--- src/rtl/mux_pkg.sv ---
// Shared constants and encodings for the stream multiplexer family.
package mux_pkg;

    localparam int unsigned NUM_CH_DEF = 4;
    localparam int unsigned DATA_W_DEF = 8;

    localparam logic MODE_MANUAL = 1'b0;
    localparam logic MODE_RR     = 1'b1;

    typedef enum logic {
        ST_EMPTY = 1'b0,
        ST_FULL  = 1'b1
    } out_state_e;

endpackage

--- src/rtl/rr_arbiter.sv ---
// Combinational round-robin arbiter: grants the first requester at or after ptr_i.
// ptr_i is expected to be below NUM_CH.
module rr_arbiter #(
    parameter int unsigned NUM_CH = 4,
    parameter int unsigned IDX_W  = $clog2(NUM_CH)
) (
    input  logic [NUM_CH-1:0] req_i,
    input  logic [IDX_W-1:0]  ptr_i,
    output logic [NUM_CH-1:0] gnt_o,
    output logic [IDX_W-1:0]  gnt_idx_o,
    output logic              gnt_any_o
);

    // Scan ptr, ptr+1, ... modulo NUM_CH, which need not be a power of two.
    always_comb begin
        int unsigned cand;
        logic        found;
        gnt_o     = '0;
        gnt_idx_o = '0;
        found     = 1'b0;
        cand      = 0;
        for (int unsigned off = 0; off < NUM_CH; off++) begin
            cand = 32'(ptr_i) + off;
            if (cand >= NUM_CH) begin
                cand = cand - NUM_CH;
            end
            if (!found && req_i[IDX_W'(cand)]) begin
                found                  = 1'b1;
                gnt_o[IDX_W'(cand)]    = 1'b1;
                gnt_idx_o              = IDX_W'(cand);
            end
        end
        gnt_any_o = found;
    end

endmodule

--- src/rtl/stream_mux_rr.sv ---
// N-channel streaming mux with manual or round-robin selection feeding a
// one-entry registered output stage with valid/ready on every port.
module stream_mux_rr
    import mux_pkg::*;
#(
    parameter int unsigned NUM_CH = NUM_CH_DEF,
    parameter int unsigned DATA_W = DATA_W_DEF,
    parameter int unsigned SEL_W  = $clog2(NUM_CH)
) (
    input  logic                     clk,
    input  logic                     rst_n,
    input  logic                     mode,
    input  logic [SEL_W-1:0]         sel,
    input  logic [NUM_CH*DATA_W-1:0] in_data,
    input  logic [NUM_CH-1:0]        in_valid,
    output logic [NUM_CH-1:0]        in_ready,
    output logic [DATA_W-1:0]        out_data,
    output logic [SEL_W-1:0]         out_ch,
    output logic                     out_valid,
    input  logic                     out_ready
);

    localparam int unsigned PAD_W = 1 << SEL_W;

    out_state_e          state_q, state_d;
    logic [DATA_W-1:0]   out_data_q, out_data_d;
    logic [SEL_W-1:0]    out_ch_q, out_ch_d;
    logic [SEL_W-1:0]    rr_ptr_q, rr_ptr_d;

    logic [NUM_CH-1:0]   rr_gnt_c;
    logic [SEL_W-1:0]    rr_idx_c;
    logic                rr_any_c;

    logic [PAD_W-1:0]    valid_pad_c;
    logic [PAD_W-1:0]    man_pad_c;
    logic [NUM_CH-1:0]   man_gnt_c;

    logic [NUM_CH-1:0]   grant_oh_c;
    logic [SEL_W-1:0]    grant_idx_c;
    logic                grant_any_c;
    logic                load_en_c;
    logic                accept_c;
    logic [DATA_W-1:0]   grant_word_c;

    rr_arbiter #(
        .NUM_CH (NUM_CH),
        .IDX_W  (SEL_W)
    ) u_rr_arbiter (
        .req_i     (in_valid),
        .ptr_i     (rr_ptr_q),
        .gnt_o     (rr_gnt_c),
        .gnt_idx_o (rr_idx_c),
        .gnt_any_o (rr_any_c)
    );

    // Zero-padding in_valid to 2^SEL_W makes an out-of-range sel grant nothing.
    assign valid_pad_c = PAD_W'(in_valid);
    assign man_pad_c   = valid_pad_c & (PAD_W'(1) << sel);
    assign man_gnt_c   = NUM_CH'(man_pad_c);

    assign grant_oh_c  = (mode == MODE_RR) ? rr_gnt_c : man_gnt_c;
    assign grant_idx_c = (mode == MODE_RR) ? rr_idx_c : sel;
    assign grant_any_c = (mode == MODE_RR) ? rr_any_c : (|man_gnt_c);

    assign load_en_c   = (state_q == ST_EMPTY) || out_ready;
    assign accept_c    = load_en_c && grant_any_c;
    assign in_ready    = load_en_c ? grant_oh_c : '0;

    // One-hot word select from the granted channel.
    always_comb begin
        grant_word_c = '0;
        for (int unsigned c = 0; c < NUM_CH; c++) begin
            if (grant_oh_c[c]) begin
                grant_word_c = in_data[c*DATA_W +: DATA_W];
            end
        end
    end

    // Next-state for the output stage and the round-robin pointer.
    always_comb begin
        state_d    = state_q;
        out_data_d = out_data_q;
        out_ch_d   = out_ch_q;
        rr_ptr_d   = rr_ptr_q;

        case (state_q)
            ST_EMPTY: begin
                if (accept_c) begin
                    state_d = ST_FULL;
                end
            end
            ST_FULL: begin
                if (out_ready && !accept_c) begin
                    state_d = ST_EMPTY;
                end
            end
            default: state_d = ST_EMPTY;
        endcase

        if (accept_c) begin
            out_data_d = grant_word_c;
            out_ch_d   = grant_idx_c;
            if (mode == MODE_RR) begin
                rr_ptr_d = (grant_idx_c == SEL_W'(NUM_CH - 1)) ? '0
                                                               : grant_idx_c + SEL_W'(1);
            end
        end
    end

    always_ff @(posedge clk or negedge rst_n) begin
        if (!rst_n) begin
            state_q    <= ST_EMPTY;
            out_data_q <= '0;
            out_ch_q   <= '0;
            rr_ptr_q   <= '0;
        end else begin
            state_q    <= state_d;
            out_data_q <= out_data_d;
            out_ch_q   <= out_ch_d;
            rr_ptr_q   <= rr_ptr_d;
        end
    end

    assign out_valid = (state_q == ST_FULL);
    assign out_data  = out_data_q;
    assign out_ch    = out_ch_q;

endmodule
--- config.mk ---
export PLATFORM = sky130hd
export DESIGN_NAME = stream_mux_rr
export DESIGN_NICKNAME = d
export VERILOG_FILES = /design/src/rtl/mux_pkg.sv /design/src/rtl/rr_arbiter.sv /design/src/rtl/stream_mux_rr.sv
export SDC_FILE = /design/constraint.sdc
export NUM_CORES = 1
export LEC_CHECK = 0
export CORE_MARGIN = 5
export CORE_UTILIZATION = 47
export CTS_BUF_LIST = sky130_fd_sc_hd__clkbuf_4 sky130_fd_sc_hd__clkbuf_8
export CTS_CLUSTER_DIAMETER = 60
export DETAILED_ROUTE_END_ITERATION = 10
export PLACE_DENSITY_LB_ADDON = 0.05
export SYNTH_ARGS = -nofsm -noshare
export SYNTH_HDL_FRONTEND = slang
export SYNTH_SLANG_ARGS = --single-unit
--- constraint.sdc ---
create_clock -name clk -period 5.6 [get_ports clk]
set_clock_uncertainty 0.2 [all_clocks]
set_input_delay 0.56 -clock clk [delete_from_list [all_inputs] [get_ports clk]]
set_output_delay 0.56 -clock clk [all_outputs]
set_load 0.05 [all_outputs]
==> summary.md <==
| Metric | Value |
|---|---|
| R2r endpoint | `out_data[0]$_DFFE_PN0P_` |
| Critical Path RT | `4840 ps` |
| Critical R2R Launch | `rr_ptr_q[0]$_DFFE_PN0P_` |
| Critical path origin | `rr_ptr_q[0]$_DFFE_PN0P_` |
| Final number of hold-violating endpoints | `0` |
| Pint | `0.454 mW` |
| Die X-Extent | `62.5 µm` |
| First-pass iteration count of the detailed router | `5` |
| CTS tree | `built` |
| Kind of critical path | `reg2out` |
| CP endpoint | `in_ready[2]` |
| Routed Antenna Nets | `0` |
| Rel. slew slack | `49.8%` |
| Post-Syn Nets | `188` |
| Hold buffers post-CTS | `0` |
| Grt ovf | `0` |
| Power Density | `505 mW/mm²` |
| Htree depth | `1` |
| Layout cells sized above 1 | `8.29%` |
| DPL Wire Length | `about 3100 µm` |
| RSZ-0062 raised after global routing | `no` |
| Post-synth ARST share | `100%` |
| Setup Buffers After CTS | `0` |
| Row Count | `19` |
| HP Class | `reg2reg` |
| Total wire length | `4040 µm` |
| Total track usage | `20.7%` |
| PortBufs | `between 50 and 60` |
| Sw Ratio | `52.3%` |
| Placed insts | `220` |
| Max Transition Viols Final | `0` |
| DR WL/cell | `about 18 µm` |
| Top_reg_cell synth | `dfrtp_1` |
| Initial Util | `48.2%` |
| Post-synthesis cell count | `139` |
| Crit share post-route | `86.5%` |
| Initial antenna violation count | `0` |
| Logic gate share of total power | `73.9%` |
| Top-Level Pins | `57` |
| Synth unique cells | `42` |
| Antenna Cells | `0` |
| Util after Layout | `roughly 70%` |
| DR vias/cell | `6.30` |
| Sequential-to-total area share from yosys stat | `25.1%` |
| PostCTS Resize Cnt | `0` |
| Global-route wire length before repair | `between 6000 and 7000 µm` |
| Fin cells | `224` |
| Leak | `approximately 0.74 nW` |
| CP Max Fanout | `12` |
| Sequential Power Share | `around 19%` |
| Clock Path Buffers | `2` |
| GP Congestion | `0.997` |
| Part of the power in the clock network | `6.8%` |
| Synth Area per Inst | `9.32 µm²` |
| Core Footprint | `0.00269 mm²` |
| Drc violations | `0` |
| Worst path arrival time | `between 4000 and 5000 ps` |
| Status | `finished, final reports clean` |
| Worst vdd ir | `around 400 µV` |
| Nets@finish | `243` |
| Sink Count | `13` |
| Yosys warning count | `0` |
| Clk slew on worst S/H paths | `80 ps` |
| Fmax | `206 MHz` |
| Die footprint | `just under 0.004 mm²` |
| Switch Pwr | `~0.50 mW` |
| Crit. End Element | `output pin` |
| Via Count | `1412` |
| Min Tclk post-route | `4850 ps` |
| Vias in the first global route | `1362` |
| Reg2reg setup slack | `around 1900 ps` |
| Worst reg2reg path depth | `8` |
| Number of enable flip-flop cells after synthesis | `0` |
| Cell Area, Synth | `0.00129 mm²` |
| # setup viols final | `0` |
| Layout area overhead | `45.5%` |
| TNS Setup | `0 ps` |
| CTS root buf | `clkbuf_4` |
| Chip height | `between 60 and 70 µm` |
| Cts bufs inserted | `3` |
| Synth Register Bits | `13` |
| Detailed Route Iter0 Violations | `just under 90` |
| Clk Latency, worst-skew pair | `290 ps` |
| Critical Path Source Type | `flip-flop` |
| Max cap viols | `0` |
| Actual slew at the worst max-slew pin | `751 ps` |
| Largest net degree at the start of global routing | `14` |
power groups by stage:
| stage | sequential (mW) | combinational, mW | clock (mW) |
|---|---|---|---|
| floorplan | 0.294 | 0.406 | 0 |
| global route | 0.195 | 0.749 | 0.0706 |
| global placement | 0.181 | 0.692 | 0 |
| detailed placement | 0.186 | 0.695 | 0 |
| CTS | 0.184 | 0.700 | 0.0661 |
| finish | 0.183 | 0.702 | 0.0651 |
worst max-delay path, stage by stage, from the launching register on:
cell             delay (ps)
dfrtp_1                 670
inv_1                   230
ha_1                    450
mux4_2                  430
nor2b_4                 190
a221o_1                 300
a221o_1                 290
o21ai_1                 390
nor2_1                  100
clkdlybuf4s50_1         730
flip-flops by register name, summed over array words and instances (netlist names):
signal     flops
out_data       8
out_ch         2
out_valid      1
rr_ptr_q       2
area by class of cell:
cell class | instances | area (µm²)
clock buffer | 4 | 30.0
fill | 215 | 802
inverter | 4 | 15.0
multi-input combinational | 116 | 915
sequential | 13 | 325
tap | 31 | 38.8
timing repair buffer | 56 | 561
placed cells by master, fill, tap and decap left out, types with 2 or more instances in the layout:
| cell | Yosys | routed |
|---|---|---|
| nor2b_1 | 4 | 4 |
| mux2i_1 | 2 | 2 |
| nand3_1 | 4 | 4 |
| a21oi_1 | 4 | 4 |
| o21ai_0 | 3 | 3 |
| a2bb2oi_1 | 8 | 8 |
| mux4_2 | 3 | 3 |
| nand2_1 | 17 | 17 |
| a221o_1 | 3 | 3 |
| nand2b_1 | 2 | 2 |
| ha_1 | 7 | 7 |
| clkdlybuf4s50_1 | 0 | 56 |
| clkbuf_4 | 0 | 4 |
| nor2_1 | 16 | 16 |
| dfrtp_1 | 13 | 13 |
| inv_1 | 4 | 4 |
| xnor2_1 | 2 | 2 |
| o31ai_1 | 8 | 8 |
| nor3_1 | 3 | 3 |
| a221oi_1 | 9 | 9 |
how the worst min path moves through the flow:
stage,to,start,slack [ps],depth (start not counted)
after detailed placement,out_ch[0]$_DFFE_PN0P_,out_ch[0]$_DFFE_PN0P_,280,2
after floorplan,out_ch[0]$_DFFE_PN0P_,rst_n,60,0
after CTS,out_ch[0]$_DFFE_PN0P_,out_ch[0]$_DFFE_PN0P_,300,2
final,out_ch[0]$_DFFE_PN0P_,out_ch[0]$_DFFE_PN0P_,300,2
after global routing,out_data[2]$_DFFE_PN0P_,out_data[2]$_DFFE_PN0P_,340,2
after global placement,out_ch[1]$_DFFE_PN0P_,out_ch[1]$_DFFE_PN0P_,270,2
layer usage:
metal,global-route usage [%],up-vias,share of wire (%)
li1,-,648,-
met1,26.8,690,40
met2,34.2,68,50
met3,5.58,6,8.6
met4,5.04,0,1.3
met5,0,-,0
Yosys cell counts, types with 4 or more instances:
library cell | n | area (µm²)
dfrtp_1 | 13 | 325
o31ai_1 | 8 | 60.1
a221oi_1 | 9 | 78.8
nand3_1 | 4 | 20.0
ha_1 | 7 | 87.6
a21oi_1 | 4 | 20.0
nor2_1 | 16 | 60.1
nand2_1 | 17 | 63.8
inv_1 | 4 | 15.0
nor2b_1 | 4 | 25.0
a2bb2oi_1 | 8 | 70.1
cells by family (layout without fill, tap and decap cells):
| kind of cell | after synthesis | after routing | share of synthesized area (%) |
|---|---|---|---|
| and+or+nand+nor | 53 | 53 | 21.8 |
| adders and majority gates | 7 | 7 | 6.76 |
| xor gates and xnor gates | 2 | 2 | 1.35 |
| buffers and inverters | 10 | 64 | 4.25 |
| AOI/OAI and AO/OA | 47 | 47 | 31.0 |
| DFF | 13 | 13 | 25.1 |
| muxes | 7 | 7 | 9.66 |
metrics by stage:
stage | hold slack (ps) | worst slack (ps) | area (µm²) | total power [mW]
global route | 339 | 505 | 1880 | 1.01
detailed placement | 282 | 1090 | 1850 | 0.882
global placement | 272 | 1210 | 1850 | 0.873
finish | 301 | 753 | 1880 | 0.951
CTS | 300 | 761 | 1880 | 0.950
floorplan | 64.4 | 1870 | 1290 | 0.700
(Power assumes the default switching activity.)
